File: src/rtl/uart_rx.sv
// UART receiver: 2-flop synchronized rx, mid-bit sampling, 8N1 frames (8E1 when the
// UART_RX_PARITY_EN macro is defined), with one-cycle valid / frame_err / parity_err pulses.
module uart_rx #(
    parameter int unsigned CLK_FREQ = 12000000,
    parameter int unsigned BAUD     = 9600
) (
    input  logic       clk,
    input  logic       nrst,
    input  logic       rx,
    output logic [7:0] data,
    output logic       valid,
    output logic       frame_err,
    output logic       busy,
    output logic       parity_err
);

    localparam int unsigned DIV = CLK_FREQ / BAUD;
    localparam logic [10:0] CNT_LAST = 11'(DIV - 1);
    localparam logic [10:0] CNT_HALF = 11'(DIV / 2 - 1);

    if (DIV < 2 || DIV - 1 > 2047) begin : g_div_check
        $error("uart_rx: CLK_FREQ/BAUD - 1 must fit the 11-bit baud counter");
    end

    typedef enum logic [2:0] {
        StIdle     = 3'd0,
        StStart    = 3'd1,
        StData     = 3'd2,
`ifdef UART_RX_PARITY_EN
        StParity   = 3'd3,
`endif
        StStop     = 3'd4,
        StWaitHigh = 3'd5
    } state_e;

    state_e      r_state;
    state_e      w_state_next;
    logic        r_sync1;
    logic        r_sync2;
    logic [10:0] r_cnt;
    logic [2:0]  r_idx;
    logic [7:0]  r_shift;
    logic [7:0]  r_data;
    logic        r_valid;
    logic        r_frame_err;

    logic        w_rxs;
    logic        w_cnt_last;
    logic        w_cnt_half;
    logic        w_cnt_clr;
    logic        w_sample_bit;
    logic        w_load;
    logic        w_ferr;
    logic        w_busy;
    logic        w_par_bad;

    assign w_rxs      = r_sync2;
    assign w_cnt_last = (r_cnt == CNT_LAST);
    assign w_cnt_half = (r_cnt == CNT_HALF);

    // State register
    always_ff @(posedge clk) begin
        if (!nrst) begin
            r_state <= StIdle;
        end else begin
            r_state <= w_state_next;
        end
    end

    // Next-state logic
    always_comb begin
        w_state_next = r_state;
        unique case (r_state)
            StIdle: begin
                if (!w_rxs) w_state_next = StStart;
            end
            StStart: begin
                if (w_cnt_half) w_state_next = w_rxs ? StIdle : StData;
            end
            StData: begin
                if (w_cnt_last && r_idx == 3'd7) begin
`ifdef UART_RX_PARITY_EN
                    w_state_next = StParity;
`else
                    w_state_next = StStop;
`endif
                end
            end
`ifdef UART_RX_PARITY_EN
            StParity: begin
                if (w_cnt_last) w_state_next = StStop;
            end
`endif
            StStop: begin
                if (w_cnt_last) w_state_next = w_rxs ? StIdle : StWaitHigh;
            end
            StWaitHigh: begin
                if (w_rxs) w_state_next = StIdle;
            end
            default: w_state_next = StIdle;
        endcase
    end

    // Output / datapath control decode
    always_comb begin
        w_busy       = (r_state != StIdle);
        w_sample_bit = (r_state == StData) && w_cnt_last;
        w_cnt_clr    = (w_state_next != r_state) || w_cnt_last ||
                       (r_state == StIdle) || (r_state == StWaitHigh);
        w_load       = (r_state == StStop) && w_cnt_last && w_rxs && !w_par_bad;
        w_ferr       = (r_state == StStop) && w_cnt_last && !w_rxs;
    end

    always_ff @(posedge clk) begin
        if (!nrst) begin
            r_sync1     <= 1'b1;
            r_sync2     <= 1'b1;
            r_cnt       <= 11'd0;
            r_idx       <= 3'd0;
            r_shift     <= 8'h00;
            r_data      <= 8'h00;
            r_valid     <= 1'b0;
            r_frame_err <= 1'b0;
        end else begin
            r_sync1     <= rx;
            r_sync2     <= r_sync1;
            r_valid     <= w_load;
            r_frame_err <= w_ferr;
            if (w_cnt_clr) begin
                r_cnt <= 11'd0;
            end else begin
                r_cnt <= r_cnt + 11'd1;
            end
            if (r_state == StStart) begin
                r_idx <= 3'd0;
            end else if (w_sample_bit) begin
                r_idx <= r_idx + 3'd1;
            end
            if (w_sample_bit) begin
                r_shift[r_idx] <= w_rxs;
            end
            if (w_load) begin
                r_data <= r_shift;
            end
        end
    end

`ifdef UART_RX_PARITY_EN
    logic r_par_bad;
    logic r_parity_err;

    assign w_par_bad = r_par_bad;

    // Even parity: the parity bit makes the total count of ones even.
    always_ff @(posedge clk) begin
        if (!nrst) begin
            r_par_bad    <= 1'b0;
            r_parity_err <= 1'b0;
        end else begin
            r_parity_err <= (r_state == StStop) && w_cnt_last && w_rxs && r_par_bad;
            if (r_state == StParity && w_cnt_last) begin
                r_par_bad <= (w_rxs != ^r_shift);
            end
        end
    end

    assign parity_err = r_parity_err;
`else
    assign w_par_bad  = 1'b0;
    assign parity_err = 1'b0;
`endif

    assign data      = r_data;
    assign valid     = r_valid;
    assign frame_err = r_frame_err;
    assign busy      = w_busy;

endmodule
File: config.mk
export PLATFORM = sky130hd
export DESIGN_NAME = uart_rx
export DESIGN_NICKNAME = d
export VERILOG_FILES = /design/src/rtl/uart_rx.sv
export SDC_FILE = /design/constraint.sdc
export NUM_CORES = 1
export LEC_CHECK = 0
export CAP_MARGIN = 20
export CORE_MARGIN = 3
export CORE_UTILIZATION = 30
export DETAILED_ROUTE_END_ITERATION = 16
export PLACE_DENSITY_LB_ADDON = 0.1
export SLEW_MARGIN = 20
export SYNTH_ARGS = -nofsm -noshare
export SYNTH_HDL_FRONTEND = slang
export SYNTH_SLANG_ARGS = --single-unit
File: constraint.sdc
create_clock -name clk -period 2 [get_ports clk]
set_input_delay 0.6 -clock clk [delete_from_list [all_inputs] [get_ports clk]]
set_output_delay 0.6 -clock clk [all_outputs]
set_load 0.01 [all_outputs]
== Word level (Yosys, flattened, before mapping) ==
Cells that the tools add are included.
Word-level totals
  register bits: 37
  bits in latches: 0
  memory bits (writable): 0
  bits in read-only memories: 0
  input port bits: 3
  output and inout port bits: 12
  word-level logic and storage cells: 47
  memories: 0
Cells by class
  add/sub/neg operators: 2
  $mul: 0
  div/mod/pow operators: 0
  order comparisons: 2
  eq/ne operators: 8
  shift-type cells: 0
  muxes and demuxes: 11
  bitwise logic cells: 1
  reductions and logical operators: 14
Operator list (count)
  2-to-1 mux 3 bit: 6
  one-hot mux 3 bit (5 select lines): 1
  adder 11 x 1 -> 11 bit, second input constant: 1
  equality test 11 x 10 -> 1 bit, second input constant: 1
  equality test 11 bit, second input constant: 1
  equality test 3 bit, second input constant: 3
  bitwise mux 8 bit: 1
  logical AND 1 bit: 6
  less-than comparator 3 x 4 -> 1 bit, second input constant: 1
  OR reduction 2 bit: 2
  adder 3 x 1 -> 3 bit, second input constant: 1
  demux 1 bit (select 3 bit): 1
  equality test 3 x 1 -> 1 bit, second input constant: 1
  equality test 3 x 2 -> 1 bit, second input constant: 1
  >= comparator 3 x 1 -> 1 bit, second input constant: 1
  logical NOT 3 bit: 1
  logical OR 1 bit: 3
  != test 3 bit: 1
  nonzero test 3 bit: 1
  2-to-1 mux 2 bit: 1
  logical NOT 1 bit: 1
  2-to-1 mux 1 bit: 1
  inverter 1 bit: 1

== Longest topological paths before layout ==
  depth in word-level cells: 9
  mapped depth: 7
  depth with buffers taken out: 6

== Worst setup path before layout ==
Ideal clock, no wire load.
  path kind: register to register
  start: reg r_cnt[0]
  end: reg r_shift[4]
  setup time: 72 ps
  arrival: 1397 ps
  data required time: 1928 ps
  slack: 531 ps
  cell stages (with the launch flop): 6
  path through: dfxtp_1 ha_1 and4_1 nand4_1 nor3b_2 mux2i_1
On the way
  cells in the longest elaborated chain, start to end: 2
RTL lines
  start, declared: RTL line 40  | logic [10:0] r_cnt;
  start signal, assigned: RTL line 132  | r_cnt <= r_cnt + 11'd1;
  equality test 11 bit: RTL line 58  | assign w_cnt_last = (r_cnt == CNT_LAST);
  logical AND 1 bit: RTL line 107  | w_sample_bit = (r_state == StData) && w_cnt_last;
  end signal, assigned by index: RTL line 140  | r_shift[r_idx] <= w_rxs;
  end, declared: RTL line 42  | logic [7:0] r_shift;
No other way between the ends.
A chain may end at the register's enable or synchronous reset.

== Worst setup path after layout ==
  start: reg r_state[2]
  end: out busy
On the way
  cells in the longest elaborated chain, start to end: 1
RTL lines
  start, declared: RTL line 36  | state_e r_state;
  start signal, assigned: RTL line 64  | r_state <= StIdle;
  start signal, assigned: RTL line 66  | r_state <= w_state_next;
  nonzero test 3 bit: RTL line 106  | w_busy = (r_state != StIdle);
  end, declared: RTL line 13  | output logic busy,
No other way between the ends.

==> reports/qor.txt <==
Worst setup EP type = primary output
Worst hold slack = 407 ps
H-tree depth = 2
Non-Filler Instances = 270
DRC errors left = 0
Commonest non-fill, non-tap cell in the layout = dfxtp_1
Cells after Synth = 183
Yosys warnings = 0
Port Buf Inserts = 13
Routed wire length = 3320 µm
First-pass GRT wire length = 5840 µm
Final instance area = 2060 µm²
Hold Vio Cnt, Final = 0
Core area = 5300 µm²
EDFF count, synth = 0
Area fraction in compound gates after synthesis = 4.10%
Largest net degree at the start of global routing = 22
Post-Syn Area = 1710 µm²
Mux share of post-synthesis cell area = 10.5%
Routed len/inst = 12.3 µm
Placed cell area = 1930 µm²
CP arrival = 1240 ps
DPL Wire Length = 2340 µm
Crit-path cells = or3_1 > dlygate4sd2_1
Die area = 6640 µm²
Final core occ = 38.8%
Post-synthesis adder-cell area fraction = 3.66%
Initial Utilization = 32.3%
Vias per std cell = 4.59
Vias in the first global route = 1205
Placed cells = 262
Synth Area in XOR/XNOR = 5.12%
Achievable Freq = 0.544 GHz
Pwr/cell area = 753 nW/µm²
Antenna Violating Nets Remaining = 0
Skew final = 9.09 ps
Fin worst setup slack = 161 ps
Hold depth = 1
Worst Hold Class = register to register
Max VDD drop = 0.288 mV
Hold Buf Count CTS = 0
Main combinational cell family by area after synthesis = simple AND/OR/NAND/NOR gates
Synth Area per Inst = 9.35 µm²
Reg2reg end = r_shift[0]
CP required = 1400 ps
Die Y = 81.5 µm
Multi-input logic area = 888 µm²
Crit-path max cell delay = 350 ps
Share of cells above drive strength 1 = 11.0%
Total number of vias = 1238
Hold path endpoint = r_sync2
Power consumption = 1.55 mW
Outcome = complete, no violations
CTS tree = built
Relative slew margins = 62.2%
TNS Setup = 0 ps
Pre-CTS setup slack = 109 ps
Asr flop ratio synth = 0%
Max-slew violation count = 0
Top FF cell, synth = dfxtp_1
Fin crit share = 91.9%
Yosys cell types = 37
Final setup violation count = 0
Cell Rows = 26
CP Class = register to primary output
Grt total ovfl = 0
Diode count = 0
Critical Path Fanout Max = 2
Gr usage total = 11.6%
Nets@finish = 207
First DRT Iteration DRCs = 71
RSZ-0062 raised after global routing = false
Commonest cells after routing, fill and taps aside = 37 x dfxtp_1, 23 x nand2_1, 22 x nor2_1
Slowest library cell on the worst path = or3_1
Filler instances = 527
Hold path start = r_sync1
Drt pass-1 iters = 4
Clk Latency, worst-skew pair = 290 ps
Seq/Total Area, Yosys = 43.3%
#FFs+latches synth = 37
Simple-Gate Fraction of Synth Area = 28.3%
Gpl congestion = 0.785
Clk slew on worst S/H paths = 70 ps
Register Area = 741 µm²
CP Launch Type = register
FF-to-FF path depth = 5
Total of max-cap violations = 0
Die X = 81.5 µm
Initial antenna violation count = 0
Clk Tree Root Cell = clkbuf_8
Max Buffers Root-to-Sink = 2
Num ports = 15
Area grow syn2layout = 20.4%
Leakage = 0.786 nW
Critical R2R Launch = r_cnt[0]
Worst Tran Pin Value = 564 ps
CTS sink cnt = 37
FF-to-FF setup slack = 280 ps
CTS Buf Count = 5
Syn_nets = 191
Post-CTS Setup Inserts = 0
Crit path time final = 1840 ps
## power breakdown
group / leakage [nW] / total [mW] / switching [mW] / internal, mW
Combinational: 0.420 / 0.0418 / 0.0255 / 0.0163
Clock: 0.0681 / 0.766 / 0.271 / 0.495
Sequential: 0.299 / 0.743 / 0.00322 / 0.740
Total: 0.786 / 1.55 / 0.300 / 1.25
## how the worst max path moves through the flow
stage | cells past startpoint | end | startpoint | slack [ps]
floorplan | 5 | r_shift[4] | r_cnt[0] | 530
global placement | 4 | r_cnt[6] | nrst | 170
detailed placement | 4 | r_cnt[0] | nrst | 110
CTS | 2 | busy | r_state[2] | 150
global route | 5 | r_shift[0] | r_cnt[0] | 70
finish | 2 | busy | r_state[2] | 160
## worst max-delay path, delay by kind of cell (launching register included)
family                 cells  cell delay, ps
buffers and inverters      1             290
DFF                        1             310
and+or+nand+nor            1             350
## layout make-up
type,count,share of cell area (%)
clock buffer,5,3.34
clock inverter,3,3.16
inverter,8,1.46
multi-input combinational,129,43.1
sequential,37,36.0
tap,70,4.25
timing repair buffer,18,8.69
## state kept, by name, summed over array words and instances (netlist names)
signal     cells
data           8
frame_err      1
r_cnt         11
r_idx          3
r_shift        8
r_state        3
r_sync1        1
r_sync2        1
valid          1
## cell usage after synthesis (2+ instances only)
master    count  area, µm²
dfxtp_1      37        741
nor3b_2       3       37.5
and3_1        2       12.5
o21ai_0       5       25.0
nand2b_1      3       18.8
a21oi_1       2       10.0
xor2_1        3       26.3
mux2i_1      18        180
clkbuf_1      4       15.0
nand4_1       3       18.8
ha_1          5       62.6
nand3_1       9       45.0
nor2_1       22       82.6
buf_4         2       15.0
xnor2_1       7       61.3
nor4b_1       3       26.3
nor3_1        5       25.0
buf_2         2       10.0
inv_1         8       30.0
nand2_1      23       86.3
## logic make-up (layout without fill, tap and decap cells)
| family | count (synthesis) | in the layout |
|---|---|---|
| flops | 37 | 37 |
| xor+xnor | 10 | 10 |
| other cells | 1 | 1 |
| compound gates | 11 | 11 |
| fa+ha+maj | 5 | 5 |
| simple gates | 84 | 84 |
| buf+inv | 17 | 34 |
| mux | 18 | 18 |
## metal layers
layer  vias to the layer above  part of all wire, %  global-route usage (%)
met1                       546                   50                    15.7
met2                        31                   44                    16.7
met5                         -                    0                       0
li1                        654                    -                       -
met4                         0                  1.7                    5.07
met3                         7                  4.2                    3.62
## timing repair
item / 4_1_cts / 5_1_grt
endpoints found under the setup margin: 1 / 0
endpoints found under the hold margin: 0 / 0
resized for setup: 1 / 0
Power figures use the tool's default switching activity.
